===== config.mk =====
export PLATFORM = sky130hd
export DESIGN_NAME = camera_pattern_source
export DESIGN_NICKNAME = d
export VERILOG_FILES = /design/src/rtl/camera_pattern_source.sv
export SDC_FILE = /design/constraint.sdc
export NUM_CORES = 1
export LEC_CHECK = 0
export CAP_MARGIN = 5
export CELL_PAD_IN_SITES_DETAIL_PLACEMENT = 0
export CELL_PAD_IN_SITES_GLOBAL_PLACEMENT = 1
export CORE_MARGIN = 10
export CORE_UTILIZATION = 40
export DETAILED_ROUTE_END_ITERATION = 10
export PLACE_DENSITY = 0.78
export SETUP_SLACK_MARGIN = 0.15
export SYNTH_ARGS = -nofsm -noshare
export SYNTH_HDL_FRONTEND = slang
export SYNTH_SLANG_ARGS = --single-unit
export TNS_END_PERCENT = 5

===== constraint.sdc =====
create_clock -name clk_25 -period 6.3 [get_ports clk_25]
set_input_delay 1.26 -clock clk_25 [delete_from_list [all_inputs] [get_ports clk_25]]
set_output_delay 1.26 -clock clk_25 [all_outputs]
set_load 0.03 [all_outputs]

===== src/rtl/camera_pattern_source.sv =====
// camera_pattern_source: transmit side of an 8-bit parallel camera link.
// Emits timed frames (v_sync / blank / active / blank) carrying a synthetic
// pattern. There are two bytes per pixel and one byte per pclk period. pclk
// is a registered divide-by-2 of clk_25.
module camera_pattern_source #(
  parameter int H_ACTIVE    = 640,
  parameter int H_BLANK     = 144,
  parameter int V_ACTIVE    = 480,
  parameter int VSYNC_LINES = 3,
  parameter int V_BACK      = 17,
  parameter int V_FRONT     = 10
) (
  input  logic       clk_25,
  input  logic       reset_n,
  input  logic       enable,
  input  logic [1:0] mode,
  input  logic [7:0] fill,
  output logic       pclk,
  output logic [7:0] data_out,
  output logic       h_ref,
  output logic       v_sync,
  output logic       busy,
  output logic       frame_done
);

  localparam int LB   = 2 * (H_ACTIVE + H_BLANK);
  localparam int BW   = $clog2(LB);
  localparam int LM0  = (VSYNC_LINES > V_BACK) ? VSYNC_LINES : V_BACK;
  localparam int LM1  = (V_ACTIVE > V_FRONT) ? V_ACTIVE : V_FRONT;
  localparam int LMAX = (LM0 > LM1) ? LM0 : LM1;
  localparam int LW   = (LMAX > 1) ? $clog2(LMAX) : 1;

  localparam logic [BW-1:0] B_LAST = BW'(LB - 1);
  localparam logic [BW-1:0] B_ACT  = BW'(2 * H_ACTIVE);

  // Zero-sized timing fields make no sense; refuse to elaborate.
  generate
    if (H_ACTIVE == 0 || H_BLANK == 0 || V_ACTIVE == 0 ||
        VSYNC_LINES == 0 || V_BACK == 0 || V_FRONT == 0) begin : g_bad_param
      $error("camera_pattern_source: all timing parameters must be non-zero");
    end
  endgenerate

  typedef enum logic [2:0] {
    S_IDLE, S_VSYNC, S_VBACK, S_ACTIVE, S_VFRONT
  } state_t;

  state_t          state;
  logic [BW-1:0]   bcnt;
  logic [LW-1:0]   lcnt;
  logic [1:0]      mode_q;
  logic [7:0]      fill_q;

  logic [7:0]      col8, row8, pat;
  logic            hr_nxt, vs_nxt;

  // Index of the last line in each timed state.
  function automatic logic [LW-1:0] last_line(input state_t s);
    case (s)
      S_VSYNC:  return LW'(VSYNC_LINES - 1);
      S_VBACK:  return LW'(V_BACK - 1);
      S_ACTIVE: return LW'(V_ACTIVE - 1);
      S_VFRONT: return LW'(V_FRONT - 1);
      default:  return '0;
    endcase
  endfunction

  // Pattern byte and sync levels for the slot the counters point at.
  // In ACTIVE the line counter is the row index.
  always_comb begin
    col8   = 8'(bcnt[BW-1:1]);
    row8   = 8'(lcnt);
    hr_nxt = (state == S_ACTIVE) && (bcnt < B_ACT);
    vs_nxt = (state == S_VSYNC);
    pat    = 8'h00;
    case (mode_q)
      2'b00:   pat = fill_q;
      2'b01:   pat = bcnt[0] ? row8 : col8;
      2'b10:   pat = {col8[7:6], 6'b0};
      default: pat = (col8[3] ^ row8[3]) ? 8'hFF : 8'h00;
    endcase
  end

  // Frame sequencer: outputs move on pclk falling, counters on pclk rising.
  // The last slot's rising edge is kept after the frame ends; IDLE with pclk=1
  // is that trailing half-period, after which pclk parks low.
  always_ff @(posedge clk_25 or negedge reset_n) begin
    if (!reset_n) begin
      state      <= S_IDLE;
      bcnt       <= '0;
      lcnt       <= '0;
      mode_q     <= 2'b00;
      fill_q     <= 8'h00;
      pclk       <= 1'b0;
      data_out   <= 8'h00;
      h_ref      <= 1'b0;
      v_sync     <= 1'b0;
      busy       <= 1'b0;
      frame_done <= 1'b0;
    end else begin
      frame_done <= 1'b0;
      if (state == S_IDLE) begin
        if (pclk) begin
          pclk     <= 1'b0;
          busy     <= 1'b0;
          data_out <= 8'h00;
          h_ref    <= 1'b0;
          v_sync   <= 1'b0;
        end else if (enable) begin
          state  <= S_VSYNC;
          pclk   <= 1'b1;
          busy   <= 1'b1;
          bcnt   <= '0;
          lcnt   <= '0;
          mode_q <= mode;
          fill_q <= fill;
        end
      end else begin
        pclk <= ~pclk;
        if (pclk) begin
          data_out <= hr_nxt ? pat : 8'h00;
          h_ref    <= hr_nxt;
          v_sync   <= vs_nxt;
        end else if (bcnt != B_LAST) begin
          bcnt <= bcnt + 1'b1;
        end else begin
          bcnt <= '0;
          if (lcnt != last_line(state)) begin
            lcnt <= lcnt + 1'b1;
          end else begin
            lcnt <= '0;
            case (state)
              S_VSYNC:  state <= S_VBACK;
              S_VBACK:  state <= S_ACTIVE;
              S_ACTIVE: state <= S_VFRONT;
              default: begin
                frame_done <= 1'b1;
                if (enable) begin
                  state  <= S_VSYNC;
                  mode_q <= mode;
                  fill_q <= fill;
                end else begin
                  state <= S_IDLE;
                end
              end
            endcase
          end
        end
      end
    end
  end

endmodule


Yosys cells after proc, flatten, opt, wreduce, memory -nomap -nowiden
Index checks and enable logic that the tools add are counted.
W data, S select, Z words.
{"block": "word_totals", "regBits": 46}
{"block": "classes", "n_addsub": 2, "n_lt_le_gt_ge": 1, "eq_ne": 12, "mux": 59, "n_bitwise": 2, "reduce_logical": 10}
{"op": "$mux W8", "count": 13}
{"op": "$mux W9", "count": 9}
{"op": "$mux W11", "count": 5}
{"op": "$pmux W9 S4", "count": 1}
{"op": "$pmux W8 S3", "count": 1}
{"op": "$mux W3", "count": 6}
{"op": "$mux W1", "count": 16}
{"op": "$mux W2", "count": 7}
{"op": "$add A11 B1 Y11 const B", "count": 1}
{"op": "$lt A11 B11 Y1 const B", "count": 1}
{"op": "$ne A11 B11 Y1 const B", "count": 1}
{"op": "$add A9 B1 Y9 const B", "count": 1}
{"op": "$ne A9 B9 Y1", "count": 1}
{"op": "$pmux W3 S3", "count": 1}
{"op": "$reduce_and A4 Y1", "count": 2}
{"op": "$eq A3 B2 Y1 const B", "count": 2}
{"op": "$ne A2 B2 Y1 const B", "count": 3}
{"op": "$reduce_and A2 Y1", "count": 2}
{"op": "$eq A3 B1 Y1 const B", "count": 1}
{"op": "$eq A3 B3 Y1 const B", "count": 1}
{"op": "$logic_not A3 Y1", "count": 1}
{"op": "$reduce_and A3 Y1", "count": 1}
{"op": "$reduce_or A3 Y1", "count": 1}
{"op": "$eq A2 B1 Y1 const B", "count": 1}
{"op": "other kinds (7)", "count": 7}

Longest topological paths before layout
Gate-level depths: netlist of run 1.
{"block": "depth", "word_depth": 10, "mapped_depth": 8, "mapped_depth_nobuf": 6}

Least setup slack after synthesis of run 1
Ideal clock, no wire load.
{"block": "synth_path", "path_type": "input to register", "from": "input enable", "to": "register state[2]", "setup_time_ps": 125, "arrival_time_ps": 2504, "slack_ps": 3672, "cell_stages": 6, "n_path_buf": 1, "path_cell_list": "nor2b_1 nand2_1 and2_1 clkbuf_1 nor3_4 mux2_2"}
{"block": "synth_via", "elab_chain_len": 2}
{"element": "start, declared", "line_no": "15", "text": "input logic enable,"}
{"element": "$ne A2 B2 Y1 (no line)"}
{"element": "$reduce_and A4 Y1 (no line)"}
{"element": "end signal, assigned", "line_no": "89", "text": "state <= S_IDLE;"}
{"element": "end signal, assigned", "line_no": "110", "text": "state <= S_VSYNC;"}
{"element": "end signal, assigned", "line_no": "133", "text": "S_VSYNC: state <= S_VBACK;"}
{"element": "end, declared", "line_no": "48", "text": "state_t state;"}
Every way passes these cells.
A chain may end at the register's enable or synchronous reset.

Final worst setup path of run 1
Same ends and word-level chain as after synthesis.

==> results of run 1 <==
power groups by stage:
stage               Sequential (mW)  Combinational [mW]  Clock [mW]
finish                        0.487               0.389       0.225
global placement              0.492               0.388           0
global route                  0.504               0.438       0.243
floorplan                     0.423               0.337           0
CTS                           0.486               0.392       0.232
detailed placement            0.492               0.390           0
tightest hold or removal path: cells and delay by family, from the launching register on:
kind	cells	cell delay, ns
AND/OR/NAND/NOR	2	0.11
flip-flops	1	0.36
final cells by class:
| cell class | instances | share of cell area |
|---|---|---|
| Clock buffer | 5 | 0.0222 |
| Clock inverter | 3 | 0.0145 |
| Inverter | 12 | 0.0145 |
| Multi-Input combinational cell | 221 | 0.465 |
| Sequential cell | 46 | 0.371 |
| Tap cell | 80 | 0.0322 |
| Timing Repair Buffer | 26 | 0.0814 |
Yosys cell counts, types with 2 or more instances:
library cell  count  area [um^2]
a21oi_1           3         15.0
a211o_1           6         52.6
o22ai_1          10         62.6
nand4_1           5         31.3
and3_1            9         56.3
and4_1            4         35.0
a22oi_1           9         67.6
o31ai_1           2         15.0
mux2i_1           6         60.1
nor3_1            8         40.0
or4_1            11         82.6
o21ai_0          15         75.1
clkbuf_1         23         86.3
and4b_1           3         30.0
nor2_1           20         75.1
nor2b_1           7         43.8
nand2b_1          5         31.3
dfrtp_1          46         1150
xnor2_1           6         52.6
buf_6             2         22.5
o2111ai_1         2         17.5
inv_1            11         41.3
nand3_1           8         40.0
or3_1             2         12.5
and2_1            2         12.5
o211ai_1         20          150
xor2_1            5         43.8
a31o_2            3         26.3
ha_1              2         25.0
nand2_1          29          109
mux2_2            2         22.5
state kept, by name, summed over array words and instances (netlist names):
register / cells
lcnt: 9
data_out: 8
frame_done: 1
bcnt: 11
h_ref: 1
busy: 1
fill_q: 8
state: 3
v_sync: 1
mode_q: 2
pclk: 1
metal layers:
metal | track usage | vias to the layer above | part of all wire
met5 | 0 | - | 0
met4 | 0.0310 | 0 | 0.0077
met3 | 0.0302 | 5 | 0.055
met2 | 0.203 | 55 | 0.48
met1 | 0.191 | 1098 | 0.46
li1 | - | 1152 | -
logic make-up (layout without fill, tap and decap cells):
family | after synthesis | count (layout) | share of synthesized area
and+or+nand+nor | 120 | 120 | 0.243
AOI/OAI and AO/OA | 80 | 80 | 0.207
DFF | 46 | 46 | 0.418
buffers and inverters | 39 | 46 | 0.0590
xor gates and xnor gates | 11 | 11 | 0.0350
muxes | 8 | 8 | 0.0300
adders and majority gates | 2 | 2 | 0.00908
through the flow:
stage	instance area, um^2	setup WS (ns)	total power, mW	cells	util
after global placement	2990	2.13	0.879	385	0.443
after global routing	3110	2.11	1.19	393	0.460
final	3110	2.40	1.10	393	0.460
after floorplan	2760	3.67	0.760	306	-
after CTS	3110	2.43	1.11	393	0.460
after detailed placement	2990	2.11	0.882	385	0.443
worst max path at each step:
stage,from,endpoint,slack [ns]
4_1_cts,enable,state[2],2.43
2_1_floorplan,enable,state[2],3.67
3_5_place_dp,enable,state[2],2.11
5_1_grt,enable,state[1],2.11
3_3_place_gp,enable,state[2],2.13
6_report,enable,state[2],2.40
==> results.py, run 1 <==
metrics = {
    "final_layout": {
        "syn_to_final_growth_pct": 12.7,
        "fin_nets": 327,
        "multi_input_area_um2": 1440,
        "layout_common_cells": "dfrtp_1 (46), nand2_1 (29), clkdlybuf4s50_1 (24), nor2_1 (20), o211ai_1 (20)",
        "regArea_um2": 1150,
        "fillers": 637,
        "drive_above_1_share": 0.0575,
        "final_common_cell": "dfrtp_1",
        "num_antenna_cells": 0,
    },
    "min_path": {
        "worstHoldPathCells": 2,
        "whs_endpoint": "busy",
        "hold_path_startpoint": "busy",
        "hp-class": "reg -> reg",
    },
    "logic_synthesis": {
        "synthArstFlopShare": 1.00,
        "synth_enable_flop_cells": 0,
        "syn_area_um2": 2760,
        "synth_seq_cells": 46,
        "yosys_most_used_dff": "dfrtp_1",
        "syn_nets": 321,
        "yosysWarnings": 0,
        "synthCells": 306,
        "seq_area_frac_synth": 0.418,
        "synthDistinctLibCells": 51,
        "avgSynthCellArea_um2": 9.01,
    },
    "worst_setup_path": {
        "worst_setup_path_end_kind": "flip-flop",
        "r2r_start": "pclk",
        "critical-path-slowest-cell": "nor2b_1",
        "timing.rr.end": "state[2]",
        "max_stage_delay_ns": 0.62,
        "crit_arrival_ns": 4.10,
        "cp-start-kind": "primary input",
        "reg2reg_slack_ns": 3.16,
        "cp_num_buf_inv": 1,
        "crit_fanout": 18,
        "worst-setup-path-type": "in -> reg",
        "worst_ep_required_time_ns": 6.50,
        "cp_cell_sequence": "clkdlybuf4s50_1 > nor2b_1 > nand2_1 > and2_1 > nor3_4 > mux2_2",
        "critPathTopFamily": "simple AND/OR/NAND/NOR gates",
        "rr_worst_depth": 5,
        "crit_cells": 6,
    },
    "placement": {
        "io_buffer_count": 25,
        "place.gp.congestion": 0.835,
        "hpwl_um": 4890,
    },
    "pwr": {
        "switching_share": 0.404,
        "seq_power_share": 0.442,
        "intPower_mw": 0.657,
        "pwr-share-clk": 0.205,
        "p_switching_mw": 0.445,
        "p_leak_nw": 1.25,
        "p_per_area_nw_per_um2": 355,
        "vdd_drop_max_uv": 107,
        "p_comb_frac": 0.353,
    },
    "sta": {
        "worstMarginPinSlew_ns": 1.05,
        "min_period_over_period": 0.620,
        "fin_setup_tns_ns": 0,
        "rsz0062_at_grt": "no",
        "timing.hold.ws_ns": 0.497,
        "finalHoldViolations": 0,
        "min_period_ns": 3.90,
        "slew_viol_final": 0,
        "max-slew-margin-rel": 0.303,
        "fmax_mhz": 256,
        "setup_violations": 0,
        "fin_skew_ns": 0.00836,
    },
    "clocking": {
        "ctsRootBufferMaster": "clkbuf_8",
        "clk_latency_ns": 0.30,
        "cts_tree": "yes",
        "clk_path_buf_depth": 2,
        "numCtsBuffers": 5,
        "htreeDepth": 2,
        "path_clk_slew_ns": 0.09,
        "numClockSinks": 46,
        "cts_setup_buffers": 0,
        "cts_hold_buffers": 0,
        "ctsResizeCount": 0,
    },
    "run_status": {
        "status": "complete, no violations",
    },
    "floorplanning": {
        "core_um2": 6760,
        "initial_core_util": 0.408,
        "die_area_um2": 10600,
        "die_w_um": 103,
        "rows": 30,
        "dieHeight_um": 103,
        "num_io_pins": 26,
    },
    "flow_run": {
        "drv_cap": 0,
    },
    "routing": {
        "drt-total-wl_um": 6900,
        "dr_total_vias": 2310,
        "wl_per_cell_um": 17.6,
        "drc_errors": 0,
        "viasPerCell": 5.88,
        "drt_first_pass_iters": 4,
        "final_antenna_net_count": 0,
        "drtIter0Drc": 161,
    },
    "grt": {
        "grt_overflow": 0,
        "grtUsageTotal": 0.135,
        "antenna_found_initial": 0,
        "grt_pass1_wl_um": 11400,
        "grt_max_degree": 47,
        "grt_pass1_vias": 2152,
    },
}
(Power assumes the default switching activity.)
==> run 2, diff against run 1 <==
PLACE_DENSITY = 0.81   (was 0.78)
clock period = 3.4 ns   (was 6.3 ns; I/O delays follow)
==> run 2 against run 1 <==
Effect of this change:
- cell area rose by 0.60%
- sequential power rose by 87%
- wire length rose by 2.3%
- register-to-register slack got worse by 2.6 ns
- setup slack got worse by 1.9 ns
- largest cell class unchanged
- largest power group unchanged
==> results.py, run 2 (synthesis results as in run 1) <==
metrics = {
    "run_status": {
        "status": "complete, no violations",
    },
    "clocking": {
        "clk_path_buf_depth": 2,
        "clk_latency_ns": 0.30,
        "numCtsBuffers": 5,
        "path_clk_slew_ns": 0.09,
        "htreeDepth": 2,
        "cts_tree": "yes",
        "ctsResizeCount": 0,
        "ctsRootBufferMaster": "clkbuf_8",
        "cts_hold_buffers": 0,
        "cts_setup_buffers": 0,
        "numClockSinks": 46,
    },
    "sta": {
        "fmax_mhz": 347,
        "worstMarginPinSlew_ns": 1.02,
        "finalHoldViolations": 0,
        "fin_ws_ns": 0.518,
        "min_period_over_period": 0.848,
        "rsz0062_at_grt": "no",
        "fin_setup_tns_ns": 0,
        "fin_skew_ns": 0.00564,
        "max-slew-margin-rel": 0.318,
        "slew_viol_final": 0,
        "setup_violations": 0,
        "min_period_ns": 2.88,
    },
    "final_layout": {
        "layout_common_cells": "dfrtp_1 (46), nand2_1 (29), clkdlybuf4s50_1 (24), nor2_1 (20), o211ai_1 (20)",
        "fillers": 667,
        "top_regs": "bcnt x11, lcnt x9",
        "regMostFlops": "bcnt",
        "multi_input_area_um2": 1440,
        "final_cells": 398,
        "num_antenna_cells": 0,
        "fin_nets": 332,
        "largest_reg_flops": 11,
        "syn_to_final_growth_pct": 13.3,
        "regArea_um2": 1150,
        "final_common_cell": "dfrtp_1",
        "final_area_um2": 3120,
        "drive_above_1_share": 0.0723,
    },
    "routing": {
        "drt-total-wl_um": 7060,
        "drc_errors": 0,
        "dr_total_vias": 2375,
        "viasPerCell": 5.97,
        "drtIter0Drc": 207,
        "final_antenna_net_count": 0,
        "drt_first_pass_iters": 4,
        "wl_per_cell_um": 17.7,
    },
    "floorplanning": {
        "die_area_um2": 10600,
        "initial_core_util": 0.408,
        "die_w_um": 103,
        "rows": 30,
        "core_um2": 6760,
        "num_io_pins": 26,
        "dieHeight_um": 103,
    },
    "worst_setup_path": {
        "crit_arrival_ns": 3.07,
        "worst_setup_path_end_kind": "flip-flop",
        "worst_ep_required_time_ns": 3.59,
        "cp-start-kind": "flip-flop",
        "crit_fanout": 23,
        "worst-setup-path-type": "reg -> reg",
        "reg2reg_slack_ns": 0.52,
        "rr_worst_depth": 5,
        "r2r_start": "state[2]",
        "timing.rr.end": "state[2]",
    },
    "flow_run": {
        "drv_cap": 0,
    },
    "pwr": {
        "p_leak_nw": 1.27,
        "seq_power_share": 0.455,
        "p_per_area_nw_per_um2": 639,
        "intPower_mw": 1.17,
        "switching_share": 0.414,
        "p_comb_frac": 0.367,
        "p_switching_mw": 0.827,
        "vdd_drop_max_uv": 195,
        "pwr-share-clk": 0.178,
    },
    "grt": {
        "grtUsageTotal": 0.142,
        "grt_max_degree": 47,
        "grt_overflow": 0,
        "grt_pass1_wl_um": 12000,
        "grt_pass1_vias": 2300,
        "antenna_found_initial": 0,
    },
    "min_path": {
        "hold_path_startpoint": "busy",
        "whs_endpoint": "busy",
        "hp-class": "reg -> reg",
        "worstHoldPathCells": 2,
    },
    "placement": {
        "post-place-ws_ns": 0.544,
        "place.gp.congestion": 0.876,
        "hpwl_um": 5010,
        "dp.cells": 390,
        "io_buffer_count": 25,
        "place_area_um2": 3030,
    },
}
==> run 2: per-stage QoR <==
stage | hold WS, ns | power (mW) | utilization
4_1_cts | 0.491 | 2.01 | 0.462
2_1_floorplan | 0.384 | 1.41 | -
5_1_grt | 0.542 | 2.15 | 0.462
3_5_place_dp | 0.469 | 1.65 | 0.448
6_report | 0.480 | 2.00 | 0.462
3_3_place_gp | 0.463 | 1.64 | 0.448
==> run 2: routing by layer <==
metal / vias to the layer above / GRT usage / wire, um
li1: 1150 / - / -
met1: 1182 / 0.195 / 3340
met2: 38 / 0.222 / 3400
met3: 5 / 0.0255 / 278
met4: 0 / 0.0364 / 46
met5: - / 0 / 0
==> run 2: layout make-up <==
class / count / area share
sequential: 46 / 0.368
multi-input combinational: 221 / 0.462
clock inverter: 2 / 0.00400
clock buffer: 6 / 0.0264
tap: 80 / 0.0320
timing repair buffer: 31 / 0.0929
inverter: 12 / 0.0144
==> run 2: power by group through the flow <==
stage | registers, mW | logic, mW | clock network [mW]
after floorplan | 0.784 | 0.624 | 0
after global placement | 0.909 | 0.727 | 0
after detailed placement | 0.914 | 0.737 | 0
after CTS | 0.903 | 0.740 | 0.362
after global routing | 0.937 | 0.825 | 0.387
final | 0.909 | 0.734 | 0.355
==> run 2: worst max-delay path by stage <==
stage                     startpoint        end  cells past startpoint  slack [ns]
after floorplan             state[1]  fill_q[0]                      7        1.05
after global placement      state[2]   state[2]                      5        0.62
after detailed placement    state[2]   state[2]                      5        0.54
after CTS                   state[2]   state[2]                      5        0.53
after global routing        state[2]   state[2]                      5        0.38
final                       state[2]   state[2]                      5        0.52
==> run 2: worst max-delay path: stages, from the launching register on <==
cell and delay [ns]:
dfrtp_1 0.59, and3b_4 0.28, or4_1 0.42, a2111o_1 0.68, nor3_4 0.43, mux2_2 0.38
==> run 3, diff against run 2 <==
clock period = 2.5 ns   (was 3.4 ns; I/O delays follow)
==> run 3 against run 2 <==
Effect of this change:
- die area did not move
- critical path depth did not move
- combinational power rose by 58%
- via count rose by 4.4%
- sequential power rose by 27%
- power rose by 50%
- core utilization rose by 2.7 points
- sequential share of layout area fell by 2.1 points
- first-iteration DRC count fell by 10%
- global-route usage rose by 0.28 points
- maximum frequency rose by 24%
==> results.py, run 3 (synthesis results as in run 1) <==
metrics = {
    "flow_run": {
        "drv_cap": 0,
    },
    "final_layout": {
        "final_common_cell": "dfrtp_1",
        "num_antenna_cells": 0,
        "top_regs": "bcnt x11, lcnt x9",
        "fillers": 655,
        "largest_reg_flops": 11,
        "fin_nets": 348,
        "syn_to_final_growth_pct": 20.1,
        "final_area_um2": 3310,
        "regMostFlops": "bcnt",
        "drive_above_1_share": 0.126,
        "layout_common_cells": "dfrtp_1 (46), nand2_1 (29), clkdlybuf4s50_1 (24), o211ai_1 (20), buf_4 (20)",
    },
    "grt": {
        "grt_max_degree": 47,
        "antenna_found_initial": 0,
        "grtUsageTotal": 0.144,
        "grt_pass1_wl_um": 12200,
        "grt_pass1_vias": 2413,
        "grt_overflow": 0,
    },
    "routing": {
        "drt-total-wl_um": 7360,
        "dr_total_vias": 2479,
        "drt_first_pass_iters": 4,
        "dr_wl_met2_um": 3510,
        "viasPerCell": 5.99,
        "drc_errors": 0,
        "highest_layer": "met4",
        "final_antenna_net_count": 0,
        "wl_per_cell_um": 17.8,
        "drtIter0Drc": 186,
        "wl_met3_um": 407,
        "drt-met1-wl_um": 3340,
    },
    "worst_setup_path": {
        "max_stage_delay_ns": 0.56,
        "rr_worst_depth": 5,
        "crit_end": "state[2]",
        "timing.rr.end": "state[2]",
        "crit_arrival_ns": 2.49,
        "cp_num_buf_inv": 0,
        "reg2reg_slack_ns": 0.18,
        "cp-start-kind": "flip-flop",
        "r2r_start": "state[0]",
        "critPathTopFamily": "simple AND/OR/NAND/NOR gates",
        "cp_cell_sequence": "and3b_4 > or4_4 > a2111o_2 > nor3_4 > mux2_2",
        "crit_fanout": 10,
        "worst_ep_required_time_ns": 2.67,
        "critical-path-slowest-cell": "a2111o_2",
        "worst-setup-path-type": "reg -> reg",
        "crit_start": "state[0]",
        "worst_setup_path_end_kind": "flip-flop",
        "crit_cells": 5,
    },
    "pwr": {
        "p_leak_nw": 1.36,
        "vdd_drop_max_uv": 355,
        "p_per_area_nw_per_um2": 904,
    },
    "sta": {
        "min_period_over_period": 0.927,
        "fmax_mhz": 432,
        "finalHoldViolations": 0,
        "min_period_ns": 2.32,
        "worstMarginPinSlew_ns": 0.705,
        "rsz0062_at_grt": "yes",
        "fin_setup_tns_ns": 0,
        "timing.hold.ws_ns": 0.281,
        "fin_skew_ns": 0.00800,
        "setup_violations": 0,
        "max-slew-margin-rel": 0.518,
        "slew_viol_final": 0,
    },
    "floorplanning": {
        "initial_core_util": 0.408,
        "die_w_um": 103,
        "core_um2": 6760,
        "dieHeight_um": 103,
        "die_area_um2": 10600,
        "num_io_pins": 26,
        "rows": 30,
    },
    "clocking": {
        "cts_setup_buffers": 0,
        "clk_latency_ns": 0.29,
        "numClockSinks": 46,
        "cts_hold_buffers": 0,
        "path_clk_slew_ns": 0.09,
        "clk_path_buf_depth": 2,
        "ctsRootBufferMaster": "clkbuf_8",
        "cts_tree": "yes",
        "htreeDepth": 2,
        "numCtsBuffers": 5,
    },
    "min_path": {
        "hp-class": "in -> async",
    },
    "placement": {
        "io_buffer_count": 25,
        "place.gp.congestion": 0.837,
        "place_area_um2": 3130,
        "hpwl_um": 5330,
    },
    "run_status": {
        "status": "complete, no violations",
    },
}
run 3: cell types whose count changed in the layout (fill, tap and decap cells not counted), sizes merged:
cell and change:
clkinv -1, bufinv +2, clkinvlp -1, a2111o +2, buf +14
run 3: timing repair:
item	in CTS	in global routing
pin swaps	2	0
resized for setup	4	1
setup endpoints to repair	12	11
cloned	2	0
run 3: final cells by class:
class,instances,area (um^2),share of cell area
inverter,12,45.0,0.0136
multi-input combinational,223,1480,0.446
sequential,46,1150,0.348
clock buffer,6,82.6,0.0250
tap,80,100,0.0302
timing repair buffer,45,395,0.119
clock inverter,2,60.1,0.0181
run 3: through the flow:
stage | instances | power [mW] | utilization | worst slack (ns)
6_report | 414 | 2.99 | 0.490 | 0.183
5_1_grt | 414 | 3.20 | 0.490 | 0.124
4_1_cts | 414 | 3.01 | 0.490 | 0.190
3_5_place_dp | 404 | 2.31 | 0.464 | 0.0312
3_3_place_gp | 404 | 2.29 | 0.464 | 0.132
2_1_floorplan | 306 | 1.91 | - | 0.145
run 3: routing by layer:
| layer | up-vias | global-route usage |
|---|---|---|
| met5 | - | 0 |
| met4 | 0 | 0.0364 |
| met3 | 9 | 0.0275 |
| met2 | 64 | 0.227 |
| met1 | 1211 | 0.198 |
| li1 | 1195 | - |
run 3: worst register-to-register path, stage by stage, from the launching register on:
cell and delay (ns):
dfrtp_1 0.40, and3b_4 0.22, or4_4 0.45, a2111o_2 0.56, nor3_4 0.22, mux2_2 0.36
run 3: how the worst min path moves through the flow:
stage / depth (start not counted) / slack [ns] / from / endpoint
global placement: 2 / 0.46 / busy / busy
detailed placement: 2 / 0.46 / busy / busy
CTS: 2 / 0.31 / reset_n / bcnt[3]
global route: 2 / 0.33 / reset_n / bcnt[2]
finish: 2 / 0.28 / reset_n / bcnt[3]
floorplan: 0 / 0.20 / reset_n / bcnt[0]
run 3: power breakdown:
part / switching [mW] / internal [mW]
Sequential: 0.244 / 0.908
Clock: 0.251 / 0.427
Combinational: 0.647 / 0.517
